===== src/rtl/rst_seq_pkg.sv =====
// Shared types and helpers for the reset sequencer.
package rst_seq_pkg;

  // Largest number of reset outputs one sequencer may drive.
  localparam int MAX_DOMAINS = 16;

  // Sequencer phases: all asserted, staggered release, all released.
  typedef enum logic [1:0] {
    ST_HOLD    = 2'd0,
    ST_RELEASE = 2'd1,
    ST_DONE    = 2'd2
  } rst_seq_state_e;

  // Width of the hold/step counter.
  // The counter only ever reaches max(hold, step) - 1 before it is cleared,
  // so max + 1 values always fit.
  function automatic int cnt_width(input int hold, input int step);
    int m;
    m = (hold > step) ? hold : step;
    return $clog2(m + 1);
  endfunction

endpackage


===== src/rtl/reset_sync.sv =====
// Reset synchronizer: asserts asynchronously, releases after STAGES clock
// edges. The output comes straight from the last flop.
module reset_sync #(
  parameter logic I_RESET_LEVEL = 1'b0,
  parameter logic O_RESET_LEVEL = 1'b0,
  parameter int   STAGES        = 2
) (
  input  logic clk,
  input  logic rst_i,
  output logic rst_o
);

  // Internal active-low view of the incoming reset, whatever its polarity.
  logic arst_n;
  assign arst_n = (rst_i != I_RESET_LEVEL);

  logic [STAGES-1:0] sync_q;

  // Shift the de-asserted level in. A reset forces every stage back to the
  // asserted output level without waiting for a clock.
  always_ff @(posedge clk or negedge arst_n) begin
    if (!arst_n) begin
      sync_q <= {STAGES{O_RESET_LEVEL}};
    end else begin
      sync_q <= {sync_q[STAGES-2:0], ~O_RESET_LEVEL};
    end
  end

  assign rst_o = sync_q[STAGES-1];

  if (STAGES < 2) begin : g_bad_stages
    $error("reset_sync: STAGES must be at least 2");
  end

endmodule


===== src/rtl/rst_seq_ctrl.sv =====
// Reset sequencer: holds every downstream reset asserted for HOLD_CYCLES
// locked clocks, then releases domain 0, 1, ... one every STEP_CYCLES.
// A software request or a loss of PLL lock restarts the whole sequence
// on the edge that samples it; rst_i restarts it asynchronously.
//
// Request semantics: sw_rst_req_i is a level, sampled on every clk edge.
// Each edge that sees it high is a restart; there is no acknowledge.
// pll_lock_i low acts as a request held for as long as it stays low.
module rst_seq_ctrl
  import rst_seq_pkg::*;
#(
  parameter int   NUM_DOMAINS   = 4,
  parameter int   HOLD_CYCLES   = 16,
  parameter int   STEP_CYCLES   = 8,
  parameter logic O_RESET_LEVEL = 1'b0
) (
  input  logic                               clk,
  input  logic                               rst_i,
  input  logic                               pll_lock_i,
  input  logic                               sw_rst_req_i,
  output logic [NUM_DOMAINS-1:0]             rst_o,
  output logic                               done_o,
  output logic [$clog2(NUM_DOMAINS+1)-1:0]   rel_cnt_o,
  output rst_seq_state_e                     dbg_state_o
);

  localparam int CNT_W = cnt_width(HOLD_CYCLES, STEP_CYCLES);
  localparam int REL_W = $clog2(NUM_DOMAINS + 1);

  localparam logic [CNT_W-1:0] HOLD_LAST = CNT_W'(HOLD_CYCLES - 1);
  localparam logic [CNT_W-1:0] STEP_LAST = CNT_W'(STEP_CYCLES - 1);
  localparam logic [REL_W-1:0] REL_LAST  = REL_W'(NUM_DOMAINS - 1);
  localparam logic [REL_W-1:0] REL_MAX   = REL_W'(NUM_DOMAINS);

  // Parameter legality, caught at elaboration.
  if (NUM_DOMAINS < 1 || NUM_DOMAINS > MAX_DOMAINS) begin : g_bad_domains
    $error("rst_seq_ctrl: NUM_DOMAINS must be in 1..16");
  end
  if (HOLD_CYCLES < 1) begin : g_bad_hold
    $error("rst_seq_ctrl: HOLD_CYCLES must be at least 1");
  end
  if (STEP_CYCLES < 1) begin : g_bad_step
    $error("rst_seq_ctrl: STEP_CYCLES must be at least 1");
  end

  // Synchronized, active-low reset for every sequencer flop. Assertion is
  // immediate; release lands two edges after rst_i rises.
  logic seq_rst_n;

  reset_sync #(
    .I_RESET_LEVEL (1'b0),
    .O_RESET_LEVEL (1'b0),
    .STAGES        (2)
  ) u_reset_sync (
    .clk   (clk),
    .rst_i (rst_i),
    .rst_o (seq_rst_n)
  );

  rst_seq_state_e         state_q, state_d;
  logic [CNT_W-1:0]       cnt_q,   cnt_d;
  logic [REL_W-1:0]       rel_q,   rel_d;
  logic [NUM_DOMAINS-1:0] rst_q,   rst_d;
  logic                   done_q,  done_d;
  logic                   restart;

  // Lock loss behaves exactly like a software request.
  assign restart = sw_rst_req_i | ~pll_lock_i;

  // State register. Every output is taken from here, so the downstream
  // resets see clean flop outputs with no logic after them.
  always_ff @(posedge clk or negedge seq_rst_n) begin
    if (!seq_rst_n) begin
      state_q <= ST_HOLD;
      cnt_q   <= '0;
      rel_q   <= '0;
      rst_q   <= {NUM_DOMAINS{O_RESET_LEVEL}};
      done_q  <= 1'b0;
    end else begin
      state_q <= state_d;
      cnt_q   <= cnt_d;
      rel_q   <= rel_d;
      rst_q   <= rst_d;
      done_q  <= done_d;
    end
  end

  // Next-state logic. Restart is checked first so it wins over a release
  // that would otherwise fall on the same edge.
  always_comb begin
    state_d = state_q;
    cnt_d   = cnt_q;
    rel_d   = rel_q;
    rst_d   = rst_q;
    done_d  = (state_q == ST_DONE);

    if (restart) begin
      state_d = ST_HOLD;
      cnt_d   = '0;
      rel_d   = '0;
      rst_d   = {NUM_DOMAINS{O_RESET_LEVEL}};
      done_d  = 1'b0;
    end else begin
      case (state_q)
        // Lock is known to be high here (otherwise restart fired), so
        // every edge in this branch is a counting edge.
        ST_HOLD: begin
          if (cnt_q == HOLD_LAST) begin
            rst_d[0] = ~O_RESET_LEVEL;
            rel_d    = REL_W'(1);
            cnt_d    = '0;
            state_d  = (NUM_DOMAINS == 1) ? ST_DONE : ST_RELEASE;
          end else begin
            cnt_d = cnt_q + 1'b1;
          end
        end

        // rel_q is both the count of released domains and the index of
        // the next domain to release.
        ST_RELEASE: begin
          if (cnt_q == STEP_LAST) begin
            for (int i = 0; i < NUM_DOMAINS; i++) begin
              if (rel_q == REL_W'(i)) begin
                rst_d[i] = ~O_RESET_LEVEL;
              end
            end
            if (rel_q != REL_MAX) begin
              rel_d = rel_q + 1'b1;
            end
            cnt_d = '0;
            if (rel_q == REL_LAST) begin
              state_d = ST_DONE;
            end
          end else begin
            cnt_d = cnt_q + 1'b1;
          end
        end

        // Terminal until the next restart.
        ST_DONE: begin
          cnt_d = '0;
        end

        default: begin
          state_d = ST_HOLD;
          cnt_d   = '0;
          rel_d   = '0;
          rst_d   = {NUM_DOMAINS{O_RESET_LEVEL}};
          done_d  = 1'b0;
        end
      endcase
    end
  end

  assign rst_o       = rst_q;
  assign done_o      = done_q;
  assign rel_cnt_o   = rel_q;
  assign dbg_state_o = state_q;

endmodule


===== config.mk =====
export PLATFORM = sky130hd
export DESIGN_NAME = rst_seq_ctrl
export DESIGN_NICKNAME = d
export VERILOG_FILES = /design/src/rtl/rst_seq_pkg.sv /design/src/rtl/reset_sync.sv /design/src/rtl/rst_seq_ctrl.sv
export SDC_FILE = /design/constraint.sdc
export NUM_CORES = 1
export LEC_CHECK = 0
export CORE_MARGIN = 5
export CORE_UTILIZATION = 52
export DETAILED_ROUTE_END_ITERATION = 10
export GPL_TIMING_DRIVEN = 0
export PLACE_DENSITY = 0.77
export SYNTH_ARGS = -nofsm -noshare
export SYNTH_HDL_FRONTEND = slang
export SYNTH_SLANG_ARGS = --single-unit

===== constraint.sdc =====
create_clock -name clk -period 0.8 [get_ports clk]
set_input_delay 0.16 -clock clk [delete_from_list [all_inputs] [get_ports clk]]
set_output_delay 0.16 -clock clk [all_outputs]
set_load 0.005 [all_outputs]

## After elaboration in Yosys (flattened, before gate mapping)

Index checks and enable logic that the tools add are counted.

- Flip-flop bits (word level): 17
- Input bits: 4
- Logic and storage cells: 64

- Add/sub/neg operators: 2
- Equal/unequal tests: 17
- Mux-type cells: 25
- Bitwise operators: 2
- Reduce and logical (&&, ||, !) cells: 9

Operators by type and width:

| operator | number |
|---|---|
| $ne A3 B3 Y1 const B | 8 |
| $mux W5 | 3 |
| $mux W3 | 4 |
| $reduce_and A4 Y1 | 3 |
| $pmux W5 S2 | 1 |
| $pmux W3 S3 | 1 |
| $reduce_and A3 Y1 | 3 |
| $mux W2 | 4 |
| $mux W4 | 2 |
| $mux W1 | 7 |
| $eq A3 B2 Y1 const B | 2 |
| $pmux W2 S3 | 1 |
| $pmux W3 S2 | 1 |
| $add A5 B1 Y5 const B | 1 |
| $eq A5 B3 Y1 const B | 1 |
| $eq A5 B4 Y1 const B | 1 |
| $add A3 B1 Y3 const B | 1 |
| $eq A3 B1 Y1 const B | 1 |
| $logic_not A3 Y1 | 1 |
| $pmux W1 S3 | 1 |
| $eq A2 B1 Y1 const B | 1 |
| $eq A2 B2 Y1 const B | 1 |
| $logic_not A2 Y1 | 1 |
| $ne A2 B1 Y1 const B | 1 |
| 4 further kinds | 4 |

## Longest topological paths before layout

- Depth after elaboration: 5
- Depth in mapped cells: 7
- Depth with buffers taken out: 7

## Cells and area by module

A second synthesis with hierarchy kept.

- Cell total of the unflattened synthesis: 86
- Area total of the unflattened synthesis: 907.1 µm²

By module, submodules not included:

| module | times used | cells an instance | area an instance (µm²) | seq. area each (µm²) |
|---|---|---|---|---|
| rst_seq_ctrl | 1 | 83 | 853.3 | 375.4 |
| reset_sync | 1 | 3 | 53.8 | 50.0 |

## Worst setup path after synthesis

Ideal clock, no wire load.

- Path type: register -> register
- From: register cnt_q[0]
- To: register rel_q[0] (netlist: rel_cnt_o[0])
- Setup time: 0.124 ns
- Arrival time: 1.397 ns
- Data required time: 0.676 ns
- Setup slack: -0.720 ns
- Stages on the path, launching flop included: 8
- Buffers on the path: 0
- Clock period less this slack: 1.520 ns
- Cells stage by stage: dfrtp_1 > ha_1 > nand3_1 > inv_1 > ha_1 > nand2b_1 > a21oi_1 > o31a_1

- Cells in the longest elaborated chain, start to end: 3
- Elaborated cells between the ends (all ways): 5

Ends and longest elaborated chain:

| item | line | text |
|---|---|---|
| start, declared | rst_seq_ctrl.sv:61 | `logic [CNT_W-1:0] cnt_q, cnt_d;` |
| start signal, assigned | rst_seq_ctrl.sv:81 | `cnt_q <= cnt_d;` |
| $eq A5 B3 Y1 or $eq A5 B4 Y1 (tied branches) | rst_seq_ctrl.sv:121, rst_seq_ctrl.sv:108 |  |
| $ne A3 B3 Y1 (no line) | -- |  |
| $reduce_and A4 Y1 (no line) (*) | -- |  |
| end signal, assigned | rst_seq_ctrl.sv:82 | `rel_q <= rel_d;` |
| end, declared | rst_seq_ctrl.sv:62 | `logic [REL_W-1:0] rel_q, rel_d;` |

Mark *: on every way between the ends. The rest lies on a longest branch, timed or not.
A chain may end at the register's enable or synchronous reset.

## Final worst setup path

- From: register cnt_q[0]
- To: register rel_q[1] (netlist: rel_cnt_o[1])

Same word-level chain as after synthesis.

==> flow_summary.toml <==
[status]
status = "complete, but fails checks"
failed_checks = "negative setup slack"

[placed_design]
place_ws_ns = -0.744
gp_congestion = 0.786
dp_hpwl_microns = 1410
place_inst = 124
io_buffers = 13

[sta]
rsz0062_at_grt = "true"
fin_hold_ws_ns = 0.00655
clock_skew_ns = 0.00704
period_needed_ns = 1.42
fmax_ghz = 0.702
finalCritPeriodShare_pct = 178
tns_ns = -10.26
fin_ws_ns = -0.625
hold_viol_final = 0
setup_viol = 25
slew_viol_final = 0

[clock_tree]
h-tree-depth = 1
cts_sinks = 17
clock_path_buffers = 2
clkTransAtPathRegs_ns = 0.10
cts_made_buffers = 3
root_buffer = "clkbuf_4"
cts_tree = "done"
clk_latency_ns = 0.29

[logic_synthesis]
synthFlopType = "dfrtp_1"
ys_seq_area_share_pct = 45.5
synthArstFlopShare_pct = 100
synth_cell_types = 33
netlist_area_sq_um = 936
yosysTopAreaCell = "dfrtp_1"
synth_seq_cells = 17
syn_avg_cell_area_sq_um = 10.9
syn_inst = 86
synth_common_cells = "dfrtp_1 (17), ha_1 (8), inv_1 (8), nand3_1 (8)"
synth_top_cells_by_area = "dfrtp_1 (45%), ha_1 (11%), nand3_1 (4.3%), inv_1 (3.2%), o2bb2ai_1 (2.8%)"
syn_nets = 98
ys_warn_count = 0
yosysMostFrequentCell = "dfrtp_1"
synth_edf_count = 0
netlist.area_leader.share_pct = 45.5

[setup_path]
setup.worst_path.start_class = "register"
required_ns = 0.97
reg2reg_slack_ns = -0.62
endpoint_kind = "register"
rr_worst_depth = 8
r2r_end = "rel_cnt_o[1]$_DFFE_PN0P_"
worst_ep_arrival_time_ns = 1.59
cp_max_fo = 4
timing.rr.start = "cnt_q[0]$_DFF_PN0_"
critPathKind = "reg2reg"

[die]
std_cell_rows = 15
start_util_pct = 54.2
die_y_microns = 52.4
io_pins = 14
dieArea_sq_um = 2750
coreArea_sq_um = 1730
die_x_microns = 52.4

[power_and_ir_drop]
p_per_area_nw_per_um2 = 1070
p_leak_uw = 0.000627
total_power_uw = 1430
vdd_drop_max_mv = 1.34

[global_routing]
globalRouteMet2Util_pct = 34.3
grt_max_degree = 16
grt_usage_pct = 20.6
first_global_vias = 889
grt_pass1_wl_microns = 4170
gr-usage-met1_pct = 27.3
met3_usage_pct = 1.99
grt_overflow = 0
busiest_layer = "met2"
antenna_found_initial = 0

[route]
finalWirelength_microns = 2570
vias = 828
dr.pass1.iters = 4
viasPerCell = 5.79
drc = 0
antenna_left = 0
drtIter0Drc = 19
routedWlPerCell_microns = 17.9

[cells_and_area]
fill_cells = 112
syn_to_final_growth_pct = 42.8
drive_gt1_share_pct = 47.5
antenna_cells = 0
nNetsFinal = 131
layout.cells.non_filler = 143

[worst_hold_path]
hold_class = "in2async"

[job]
maxCapViolCount = 0
[routing by layer]
layer	vias to the layer above	part of all wire, %
met2	25	49
met4	0	1.6
li1	371	-
met5	-	0
met1	424	46
met3	8	3.2
[kinds of logic after synthesis]
family | synth area share (%)
DFF | 45.5
and+or+nand+nor | 23.5
xor gates and xnor gates | 1.87
other | 0.401
buffers and inverters | 4.81
adders and majority gates | 10.7
AOI/OAI and AO/OA | 13.2
[how the worst max path moves through the flow]
| stage | cells after the start | slack (ns) | end | startpoint |
|---|---|---|---|---|
| CTS | 7 | -0.58 | rel_cnt_o[0]$_DFFE_PN0P_ | cnt_q[0]$_DFF_PN0_ |
| global placement | 4 | -0.73 | rst_o[0]$_DFFE_PN0P_ | sw_rst_req_i |
| finish | 8 | -0.62 | rel_cnt_o[1]$_DFFE_PN0P_ | cnt_q[0]$_DFF_PN0_ |
| global route | 8 | -0.68 | rel_cnt_o[1]$_DFFE_PN0P_ | cnt_q[1]$_DFF_PN0_ |
| floorplan | 5 | -0.51 | rel_cnt_o[0]$_DFFE_PN0P_ | cnt_q[0]$_DFF_PN0_ |
| detailed placement | 4 | -0.74 | rst_o[1]$_DFFE_PN0P_ | sw_rst_req_i |
[per-stage QoR]
| stage | cell area, sq um | util [%] |
|---|---|---|
| finish | 1340 | 77.4 |
| global route | 1340 | 77.4 |
| CTS | 1300 | 75.4 |
| detailed placement | 1150 | 66.5 |
| global placement | 1150 | 66.5 |
| floorplan | 987 | - |
[what timing repair did]
item                                    CTS  global route
endpoints found under the setup margin   25            27
gates resized for setup                  55            11
hold buffers                              0             0
pin swaps                                 3             0
setup buffers                            14             2
[final cells by class]
cell class	count	area [sq um]	share of cell area [%]
buffer	2	22.5	1.69
clock buffer	3	22.5	1.69
clock inverter	1	5.00	0.375
inverter	8	32.5	2.43
multi-input combinational	59	557	41.7
sequential	17	430	32.2
tap	25	31.3	2.34
timing repair buffer	28	235	17.6
[power by group]
group / internal (uW) / leakage, uW / switching [uW] / total (uW)
clock: 186 / 0.0000177 / 274 / 461
sequential: 869 / 0.000226 / 20.8 / 889
combinational: 37.2 / 0.000384 / 38.8 / 75.9
[registers in the layout, summed over array words and instances (netlist names)]
register and count:
rel_cnt_o 3, cnt_q 5, rst_o 4, dbg_state_o 2, u_reset_sync.sync_q 2, done_o 1
[placed cells by master, fill, tap and decap left out, types with 4 or more instances in the layout]
master / n
buf_2: 5
buf_4: 8
buf_6: 12
dfrtp_1: 13
dfrtp_2: 4
ha_1: 4
inv_1: 5
nand3_1: 5
[worst max-delay path, stage by stage (launching register included)]
cell and delay [ns]:
dfrtp_1 0.41, ha_4 0.18, nand3_2 0.10, inv_2 0.09
ha_4 0.16, nand2b_4 0.06, buf_4 0.14, nand3_1 0.09
nand3_1 0.08
Note: power is estimated with default switching activity, not from simulation.
